## config.mk

```make
export PLATFORM = sky130hd
export DESIGN_NAME = cla_addsub_pipe
export DESIGN_NICKNAME = d
export VERILOG_FILES = /design/src/rtl/cla_addsub_pipe_pkg.sv /design/src/rtl/cla_group.sv /design/src/rtl/cla_addsub_pipe.sv
export SDC_FILE = /design/constraint.sdc
export NUM_CORES = 1
export LEC_CHECK = 0
export CORE_ASPECT_RATIO = 1.2
export CORE_MARGIN = 2
export CORE_UTILIZATION = 45
export CTS_BUF_LIST = sky130_fd_sc_hd__clkbuf_8
export CTS_CLUSTER_DIAMETER = 30
export DETAILED_ROUTE_END_ITERATION = 7
export HOLD_SLACK_MARGIN = 0.05
export PLACE_DENSITY = 0.71
export SYNTH_ARGS = -nofsm -noshare
export SYNTH_HDL_FRONTEND = slang
export SYNTH_SLANG_ARGS = --single-unit
```

## constraint.sdc

```tcl
create_clock -name clk -period 15.3 [get_ports clk]
set_input_delay 3.06 -clock clk [delete_from_list [all_inputs] [get_ports clk]]
set_output_delay 3.06 -clock clk [all_outputs]
set_load 0.01 [all_outputs]
```

## src/rtl/cla_addsub_pipe_pkg.sv

```systemverilog
// rtl/cla_addsub_pipe_pkg.sv - shared encodings and parameter check for the pipelined CLA adder/subtractor
`ifndef CLA_ADDSUB_PIPE_PKG_SV
`define CLA_ADDSUB_PIPE_PKG_SV

`define CLA_CHECK_WIDTH(W, G) \
    if (((W) % (G)) != 0) begin : g_width_check \
        $error("cla_addsub_pipe: WIDTH must be a multiple of GROUP"); \
    end

package cla_addsub_pipe_pkg;

    localparam logic OP_ADD = 1'b0;
    localparam logic OP_SUB = 1'b1;

endpackage

`endif

```

## src/rtl/cla_group.sv

```systemverilog
// rtl/cla_group.sv - GROUP-bit combinational carry-lookahead slice
module cla_group #(
    parameter int GROUP = 4
) (
    input  logic [GROUP-1:0] a,
    input  logic [GROUP-1:0] b,
    input  logic             cin,
    output logic [GROUP-1:0] s,
    output logic             cout,
    output logic             gout,
    output logic             pout
);

    logic [GROUP-1:0] g;
    logic [GROUP-1:0] p;
    logic [GROUP-1:0] gg;
    logic [GROUP-1:0] pp;
    logic [GROUP:0]   c;

    assign g = a & b;
    assign p = a ^ b;

    // gg[i]/pp[i] are the generate/propagate of bits i..0, each carry formed directly from cin
    always_comb begin
        gg = '0;
        pp = '0;
        for (int i = 0; i < GROUP; i++) begin
            gg[i] = g[i];
            pp[i] = p[i];
            for (int j = i - 1; j >= 0; j--) begin
                gg[i] = gg[i] | (pp[i] & g[j]);
                pp[i] = pp[i] & p[j];
            end
        end
    end

    assign c[0]       = cin;
    assign c[GROUP:1] = gg | (pp & {GROUP{cin}});
    assign s          = p ^ c[GROUP-1:0];
    assign cout       = c[GROUP];
    assign gout       = gg[GROUP-1];
    assign pout       = pp[GROUP-1];

endmodule

```

## src/rtl/cla_addsub_pipe.sv

```systemverilog
// rtl/cla_addsub_pipe.sv - pipelined carry-lookahead adder/subtractor, one GROUP-bit slice per stage
module cla_addsub_pipe #(
    parameter int WIDTH = 32,
    parameter int GROUP = 4,
    parameter int TAG_W = 4
) (
    input  logic             clk,
    input  logic             rst,
    input  logic             in_valid,
    output logic             in_ready,
    input  logic [WIDTH-1:0] in_a,
    input  logic [WIDTH-1:0] in_b,
    input  logic             in_cin,
    input  logic             in_op,
    input  logic [TAG_W-1:0] in_tag,
    output logic             out_valid,
    input  logic             out_ready,
    output logic [WIDTH-1:0] out_sum,
    output logic             out_carry,
    output logic             out_ovf,
    output logic             out_zero,
    output logic [TAG_W-1:0] out_tag
);
    import cla_addsub_pipe_pkg::*;

    localparam int NS = WIDTH / GROUP;

    `CLA_CHECK_WIDTH(WIDTH, GROUP)

    logic             stall;
    logic [WIDTH-1:0] b_eff;
    logic             cin_eff;

    logic             valid_q [NS];
    logic             carry_q [NS];
    logic [WIDTH-1:0] a_q     [NS];
    logic [WIDTH-1:0] b_q     [NS];
    logic [WIDTH-1:0] sum_q   [NS];
    logic [TAG_W-1:0] tag_q   [NS];
    logic             zero_q;
    logic             ovf_q;

    assign b_eff   = (in_op == OP_SUB) ? ~in_b : in_b;
    assign cin_eff = (in_op == OP_SUB) ? ~in_cin : in_cin;

    assign stall    = valid_q[NS-1] && !out_ready;
    assign in_ready = !stall;

    for (genvar k = 0; k < NS; k++) begin : g_stage
        logic             v_src;
        logic             c_src;
        logic [WIDTH-1:0] a_src;
        logic [WIDTH-1:0] b_src;
        logic [WIDTH-1:0] sum_src;
        logic [WIDTH-1:0] sum_d;
        logic [TAG_W-1:0] tag_src;
        logic [GROUP-1:0] s;
        logic             cout;
        logic             gout;
        logic             pout;
        logic             unused_gp;

        if (k == 0) begin : g_head
            assign v_src   = in_valid;
            assign c_src   = cin_eff;
            assign a_src   = in_a;
            assign b_src   = b_eff;
            assign sum_src = '0;
            assign tag_src = in_tag;
        end else begin : g_body
            assign v_src   = valid_q[k-1];
            assign c_src   = carry_q[k-1];
            assign a_src   = a_q[k-1];
            assign b_src   = b_q[k-1];
            assign sum_src = sum_q[k-1];
            assign tag_src = tag_q[k-1];
        end

        cla_group #(.GROUP(GROUP)) u_cla (
            .a    (a_src[k*GROUP +: GROUP]),
            .b    (b_src[k*GROUP +: GROUP]),
            .cin  (c_src),
            .s    (s),
            .cout (cout),
            .gout (gout),
            .pout (pout)
        );

        assign unused_gp = gout ^ pout;

        always_comb begin
            sum_d = sum_src;
            sum_d[k*GROUP +: GROUP] = s;
        end

        // Operands travel whole; bits below the current slice are dead and trimmed in synthesis.
        always_ff @(posedge clk) begin
            if (rst) begin
                valid_q[k] <= 1'b0;
                carry_q[k] <= 1'b0;
                a_q[k]     <= '0;
                b_q[k]     <= '0;
                sum_q[k]   <= '0;
                tag_q[k]   <= '0;
            end else if (!stall) begin
                valid_q[k] <= v_src;
                carry_q[k] <= cout;
                a_q[k]     <= a_src;
                b_q[k]     <= b_src;
                sum_q[k]   <= sum_d;
                tag_q[k]   <= tag_src;
            end
        end

        if (k == NS - 1) begin : g_flags
            always_ff @(posedge clk) begin
                if (rst) begin
                    zero_q <= 1'b0;
                    ovf_q  <= 1'b0;
                end else if (!stall) begin
                    zero_q <= (sum_d == '0);
                    ovf_q  <= (a_src[WIDTH-1] == b_src[WIDTH-1]) &&
                              (sum_d[WIDTH-1] != a_src[WIDTH-1]);
                end
            end
        end
    end

    assign out_valid = valid_q[NS-1];
    assign out_sum   = sum_q[NS-1];
    assign out_carry = carry_q[NS-1];
    assign out_tag   = tag_q[NS-1];
    assign out_zero  = zero_q;
    assign out_ovf   = ovf_q;

endmodule

```

==> metrics <==
Synth area leader=edfxtp_1; Post-Syn Instances=~1,100; H-tree levels=3; FP Rows=between 70 and 80; All-Layer GR Usage=approximately 11%; Detail Route Antenna Nets=0; setup violators final=0; minimum clock period=roughly 7.5 ns; max frequency=between 100 and 150 MHz; maximum vdd drop=roughly 0.060 mV; design area=a little under 0.02 mm^2; Setup Fix Bufs, Post-CTS=0; Internal=~1900 uW; Crit. End Element=output pin; Clock Power Share=approximately two fifths; Power Dens Cells=around 120 mW/mm^2; post-synth top area share=between 70% and 80%; CP Class=in -> out; WL/cell=12.6 um; Core ar.=about 0.037 mm^2; Hold Crit Depth=1; Max Cap Violations=0; status=complete, no violations; setup TNS=0 ns; Register-to-Register Path Depth=4; Seq pwr share=between 50% and 60%; hpwl dp=between 10,000 and 15,000 um; EDFF count, synth=around 420; CTS Hold Bufs=0; CTS tree=done; switching share of power=20.2%; Comb pwr share=3.7%; P&R area growth vs syn=18.2%; crit-path max FO=14; FFs w/ async S/R, synth=0%; Post-Syn Area=0.0168 mm^2; synthesized flop and latch total=approximately 420; RSZ-0062 raised after global routing=false; vias in the first global route=between 7,000 and 8,000; worst min-delay path class=reg -> reg; quantity of gates resized following cts=0; Initial Util=a little under half; Post-Route WL=around 22,000 um; area of the multi-input gates=slightly below 0.004 mm^2; DRT iter0 DRCs=459; Final Max Slew Viols=0; Min Hold Slack=about 0.5 ns; synth cell count leaders=edfxtp_1, and2_1, nor2_1, clkbuf_1, xnor2_1; Die ar.=slightly below 0.04 mm^2; Clock Tree Root=clkbuf_8; largest net degree at the start of global routing=202; storage element area=0.0125 mm^2; area post-placement=about 0.018 mm^2; Required @ worst endpoint=~12 ns; Syn Area/Cell=around 16 um^2; clock buffer depth=3; max-slew headroom at the worst pin=a little over a quarter; total nets after synthesis=about 1,200; Num CTS Buffers=around 70; Netlist cell types=39; pre-CTS WS=approximately 7.8 ns; Worst-Skew Late Latency=roughly 0.6 ns; Final Cycle Share=approximately half; PortBufs=114; startpoint types=primary input; Final Hold Vio Count=0; Main synth FF type=edfxtp_1; NumNets Final=about 1,300; gp weighted congestion=between 0.7 and 0.8; # fillers=around 3,000; total gr overflow=0; DR DRC count=0; Die Y-Extent=around 220 um; Net Switching=480 uW; critical path data arrival time=between 4 and 5 ns; Final WS setup=around 7.8 ns; Synth area leaders=edfxtp_1, and2_1, ha_1; most frequent cell after synthesis=edfxtp_1; Ys Warns=0; initial antenna violation count=2; CTS sink cnt=roughly 420; routed vias/inst=4.45; Ports=around 120; layout cell share with drive strength beyond 1=around a tenth; first-pass GRT wire length=around 37,000 um; sequential fraction of the synthesis area=about three quarters; drt pass-1 iters=4; die width=roughly 180 um; Clock Pin Slew Worst Setup and Hold Paths=about 0.050 ns; Clock Skews=0.0266 ns; worst slew pin tran=between 1 and 1.5 ns; P_leak=between 0.008 and 0.009 uW; via count=7,744
power groups by stage:
stage / clock, uW / combinational, uW / sequential [uW]
finish: 989 / 87.2 / 1300
global route: 1080 / 99.5 / 1300
CTS: 1020 / 89.5 / 1300
detailed placement: 0 / 89.1 / 1320
global placement: 0 / 87.3 / 1320
floorplan: 0 / 55.2 / 1320
metal layers:
metal / vias to the layer above / GRT usage, % / routed length, um
met5: - / 0 / 0
met4: 0 / 5.78 / 597
met3: 52 / 2.89 / 1160
met2: 167 / 18.9 / 10700
met1: 3511 / 14.2 / 9490
li1: 4014 / - / -
worst max-delay path, stage by stage:
cell and delay (ns):
clkdlybuf4s50_1 0.39, and2b_4 0.40, inv_1 0.06, clkdlybuf4s50_1 0.48
through the flow:
step / instances / util [%] / power, uW
floorplan: 1073 / - / 1370
global placement: 1615 / 49.9 / 1410
detailed placement: 1615 / 49.9 / 1410
CTS: 1741 / 53.8 / 2410
global route: 1742 / 53.8 / 2470
finish: 1742 / 53.8 / 2370
registers in the layout, indices dropped and copies added, names as in the netlist:
| register | flops |
|---|---|
| sum_q | 144 |
| out_zero | 1 |
| out_ovf | 1 |
| carry_q | 8 |
| tag_q | 32 |
| b_q | 112 |
| valid_q | 8 |
| a_q | 112 |
final cells by class:
cell class | instances | share of cell area (%)
antenna | 1 | 0.0126
clock buffer | 74 | 5.14
clock inverter | 52 | 2.10
inverter | 26 | 0.493
multi-input combinational | 577 | 20.0
sequential | 418 | 63.3
tap | 474 | 2.99
timing repair buffer | 120 | 6.03
cells by family after synthesis:
logic type | share of synthesized area (%)
compound gates | 1.49
fa+ha+maj | 3.34
simple gates | 15.7
buf+inv | 1.75
mux | 0.358
flops | 74.8
xor+xnor | 2.56
placed cells by master, fill, tap and decap left out, types with 3 or more instances in the layout:
cell type and n:
edfxtp_1 416, and2_1 350, clkdlybuf4s50_1 113, clkbuf_8 74
nor2_1 51, inv_1 43, xnor2_1 37, ha_1 32
nand2_1 14, xor2_1 12, clkinv_2 11, a21oi_1 10
o21ai_0 8, a21o_1 8, fa_1 8, clkinv_1 8
or3_1 7, mux2i_1 6, bufinv_16 6, clkinvlp_4 5
buf_4 5, o21ba_2 4, nor4_1 4, inv_6 3
final timing paths:
check	to	slack [ns]	startpoint
min	b_q[1][25]	0.50	b_q[0][25]
min reg2reg	b_q[1][25]	0.50	b_q[0][25]
max reg2reg	a_q[1][28]	11.80	valid_q[1][3]
max	in_ready	7.85	out_ready
No activity file was read; power rests on OpenSTA's default activity.
